### config.mk
export PLATFORM = sky130hd
export DESIGN_NAME = step_classify
export DESIGN_NICKNAME = d
export VERILOG_FILES = /design/src/rtl/count_pkg.sv /design/src/rtl/step_classify.sv
export SDC_FILE = /design/constraint.sdc
export NUM_CORES = 1
export LEC_CHECK = 0
export BUFFER_PORTS_ARGS = -buffer_cell sky130_fd_sc_hd__buf_4
export CORE_AREA = 2 2 39 41
export DETAILED_ROUTE_END_ITERATION = 8
export DIE_AREA = 0 0 41 43
export SYNTH_ARGS = -nofsm -noshare
export SYNTH_HDL_FRONTEND = slang
export SYNTH_SLANG_ARGS = --single-unit
### constraint.sdc
create_clock -name vclk -period 1.35
set_input_delay 0.2025 -clock vclk [all_inputs]
set_output_delay 0.2025 -clock vclk [all_outputs]
set_load 0.01 [all_outputs]
### src/rtl/count_pkg.sv
// rtl/count_pkg.sv - shared types and default widths for the counter and its sequence checker
package count_pkg;

    localparam int WIDTH_DEF    = 4;
    localparam int CNT_W_DEF    = 8;
    localparam int LOCK_CNT_DEF = 3;

    typedef enum logic [1:0] {
        IDLE   = 2'd0,
        ACQ    = 2'd1,
        LOCKED = 2'd2
    } state_e;

    typedef enum logic [1:0] {
        GOOD    = 2'd0,
        RESTART = 2'd1,
        ERROR   = 2'd2
    } step_e;

endpackage

### src/rtl/step_classify.sv
// rtl/step_classify.sv - combinational classification of one counter step
// i_count : new sample
// i_last  : previous sample
// o_class : GOOD (+1 mod 2^WIDTH), RESTART (jump to 0, not good), ERROR (anything else)
import count_pkg::*;

module step_classify #(
    parameter int WIDTH = WIDTH_DEF
) (
    input  logic [WIDTH-1:0] i_count,
    input  logic [WIDTH-1:0] i_last,
    output step_e            o_class
);
    logic [WIDTH-1:0] w_expected;

    // Truncation to WIDTH makes the all-ones -> 0 wrap a good step.
    assign w_expected = i_last + {{(WIDTH-1){1'b0}}, 1'b1};

    always_comb begin
        o_class = ERROR;
        if (i_count == w_expected) begin
            o_class = GOOD;
        end else if (i_count == '0) begin
            o_class = RESTART;
        end
    end
endmodule

After elaboration in Yosys (flattened, before gate mapping)

Index checks and enable logic that the tools add are counted.

Bits in registers: 0
Input port bits: 8
Output and inout bits: 2
Logic and storage cells: 5

$add $sub $neg: 1
Eq/ne operators: 1
Multiplexer cells: 2
Reduce and logical (&&, ||, !) cells: 1

Operator list:

| cell                | count |
|---|---|
| $add 4x1->4 const B | 1 |
| $eq 4x4->1          | 1 |
| $logic_not 4->1     | 1 |
| $mux 2              | 2 |

Logic depth before layout (Yosys ltp)

Word-level depth: 3
Gate-level depth with buffers: 4
Mapped depth without buffers: 4

Least setup slack after synthesis

OpenSTA, ideal clock, no wires.

Path type: input to output
Start: in i_last[0]
End: out o_class[1]
Arrival: 1.087 ns
Required time: 1.148 ns
Path slack: 0.061 ns
Cell stages on the path: 4
Cell sequence: ha_1 xor3_1 nor3_1 a21boi_0

Word-level cells in the longest chain between the ends: 3

Ends and longest elaborated chain:

| what            | line                | RTL |
|---|---|---|
| start, declared | step_classify.sv:11 | `input logic [WIDTH-1:0] i_last,` |
| $add 4x1->4     | step_classify.sv:17 | `assign w_expected = i_last + {{(WIDTH-1){1'b0}}, 1'b1};` |
| $eq 4x4->1      | step_classify.sv:21 | `if (i_count == w_expected) begin` |
| $mux 2          | step_classify.sv:21 |  |
| end, declared   | step_classify.sv:12 | `output step_e o_class` |

No other way between the ends.

Worst setup path in the final report

Start: in i_count[0]
End: out o_class[1]

Word-level cells in the longest chain between the ends: 3

Ends and longest elaborated chain:

| what            | line                | RTL |
|---|---|---|
| start, declared | step_classify.sv:10 | `input logic [WIDTH-1:0] i_count,` |
| $logic_not 4->1 | step_classify.sv:23 | `end else if (i_count == '0) begin` |
| $mux 2          | step_classify.sv:23 |  |
| $mux 2 (*)      | step_classify.sv:21 |  |

Every way passes the cells marked *; elsewhere a longest branch is shown, timed or not.

==> impl_metrics.toml <==
[logic_synthesis]
yosysSeqAreaShare_pct = 0
synth_xor_area_share_pct = 55.95
synth_cell_types = 9
synthesis.nets = 20
synth_compound_area_share_pct = 11.90
syn-cell-area_sq_um = 105.1
synth_adder_area_share_pct = 11.90
synth_top_area_cell = "xnor2_1"
synth_mux_area_share_pct = 0
synth-simple-area-share_pct = 20.24
syn_inst = 11
postSynthAreaPerCell_sq_um = 9.555
synth_warnings = 0
synth_top_family_by_area = "XOR/XNOR gates"
netlist_top_cells_area = "xnor2_1 (25%), xor3_1 (23%), ha_1 (12%), or4_4 (11%), xor2_1 (8.3%)"
synth_top_area_share_pct = 25.00

[routing]
via_per_inst = 3.263
drt_wl_total_um = 287
drc = 0
drtAntennaViolNets = 0
vias = 124
drtPass1Iterations = 1
wl_per_cell_um = 7.553
drt_iter0_markers = 0

[floorplan]
die_x_um = 41
die_h_um = 43
start_util_pct = 7.595
die_area_sq_mm = 0.001763
core_region_area_sq_mm = 0.001384
rows = 14
io_pins = 10

[placed_design]
pre_cts_ws_ps = -173.6
port_buffers = 10
routabilityCongestion = 0.7168

[sta]
slew_violations = 0
postLayoutSetupSlackWorst_ps = 17.09
rsz0062_at_grt = "true"
period_share_pct = 98.73
final.min_clock_period_ps = 1333
slew_headroom_pct = 88.58
clock.fmax_mhz = 750.2
tightestPinTransition_ps = 170.0
final-setup-viol-count = 0
report.final.hold_viol_count = 0

[global_route]
use_met3_pct = 0
grt_pass1_wl_um = 434
grt_pass1_vias = 115
antenna_found_initial = 0
grt-ovfl-total = 0
met1_usage_pct = 5.414
grt_max_degree = 3
met2_usage_pct = 4.688
busiest_layer = "met1"
grtUsageTotal_pct = 3.203

[setup_path]
critPathMaxFanout = 2
cpMostUsedCell = "buf_4"
cp_top_family = "simple AND/OR/NAND/NOR gates"
crit_cells = 4
slowest_stage = "or4_4"
worstPathCellList = "buf_4 > or4_4 > a21boi_1 > buf_4"
worst_setup_path_end_kind = "output port"
cpPeakStageDelay_ps = 520
cp.required_ps = 1150
crit_buf_inv = 2
start_kind = "primary input"
crit_arrival_ps = 1130
critPathKind = "primary input to output port"

[power_and_ir_drop]
vdd_ir_drop_max_uv = 68.43
power.density_mw_per_mm2 = 323.0
power_mw = 0.07638
p_leak_nw = 0.1001

[run_status]
outcome = "finished clean"

[cells_and_area]
final_cell_mix = "buf_4 (10), xnor2_1 (3)"
regArea_sq_um = 0
final_core_util_pct = 17.09
clock_buffers = 0
areaGrowthSynthToFinish_pct = 125.0
seq_cell_count = 0
final_common_cell = "buf_4"
fin_nets = 33
drive_gt1_share_pct = 68.18
diodes = 0

[run]
cap_violations = 0

[min_path]
hp-class = "primary input to output port"
hold_depth = 4
## kinds of logic after synthesis
logic type | count (synthesis)
XOR/XNOR | 5
AO/OA/AOI/OAI | 2
adder cells (fa/ha/maj) | 1
AND/OR/NAND/NOR | 3
## synth_stat cells
cell type  number
a21boi_0        1
a21oi_1         1
nand3_1         1
xor2_1          1
xnor2_1         3
nor3_1          1
ha_1            1
xor3_1          1
or4_4           1
## path summary, 6_finish.rpt
| path | start | end | slack, ps |
|---|---|---|---|
| max | i_count[0] | o_class[1] | 20 |
| min | i_count[2] | o_class[0] | 750 |
## area by class of cell
cell class | instances | area (sq um)
Multi-Input combinational cell | 11 | 130.1
Tap cell | 16 | 20.02
Timing Repair Buffer | 11 | 86.33
Fill cell | 152 | 1147
## worst min-delay path: stages
cell and delay, ps:
buf_6 70, or4_4 110, a21oi_1 30, buf_4 130
## what timing repair did
item,CTS,global route
pin swaps,5,2
buffers inserted,0,0
gates resized for setup,3,2
setup endpoints to repair,2,2
hold buffers,0,0
endpoints found under the hold margin,0,0
## metrics by stage
step                      hold slack [ps]  instance area, sq um  instances  TNS [ps]
after global placement              762.9                 207.7         38    -256.1
after detailed placement            764.5                 207.7         38    -312.7
after global routing                765.5                 236.5         38    -1.779
after CTS                           764.8                 225.2         38         0
after floorplan                     547.6                 105.1         11         0
final                               751.0                 236.5         38         0
## per-layer routing
| metal | share of wire, % | wire [um] |
|---|---|---|
| met3 | 8.0 | 23 |
| met4 | 0 | 0 |
| met1 | 47 | 136 |
| met2 | 44 | 126 |
| met5 | 0 | 0 |
## power by group
part | internal, mW | total, mW | switching, mW | leakage (nW)
sequential | 0 | 0 | 0 | 0
clock | 0 | 0 | 0 | 0
combinational | 0.0482 | 0.0764 | 0.0282 | 0.100
total | 0.0482 | 0.0764 | 0.0282 | 0.100
Power figures use the tool's default switching activity.
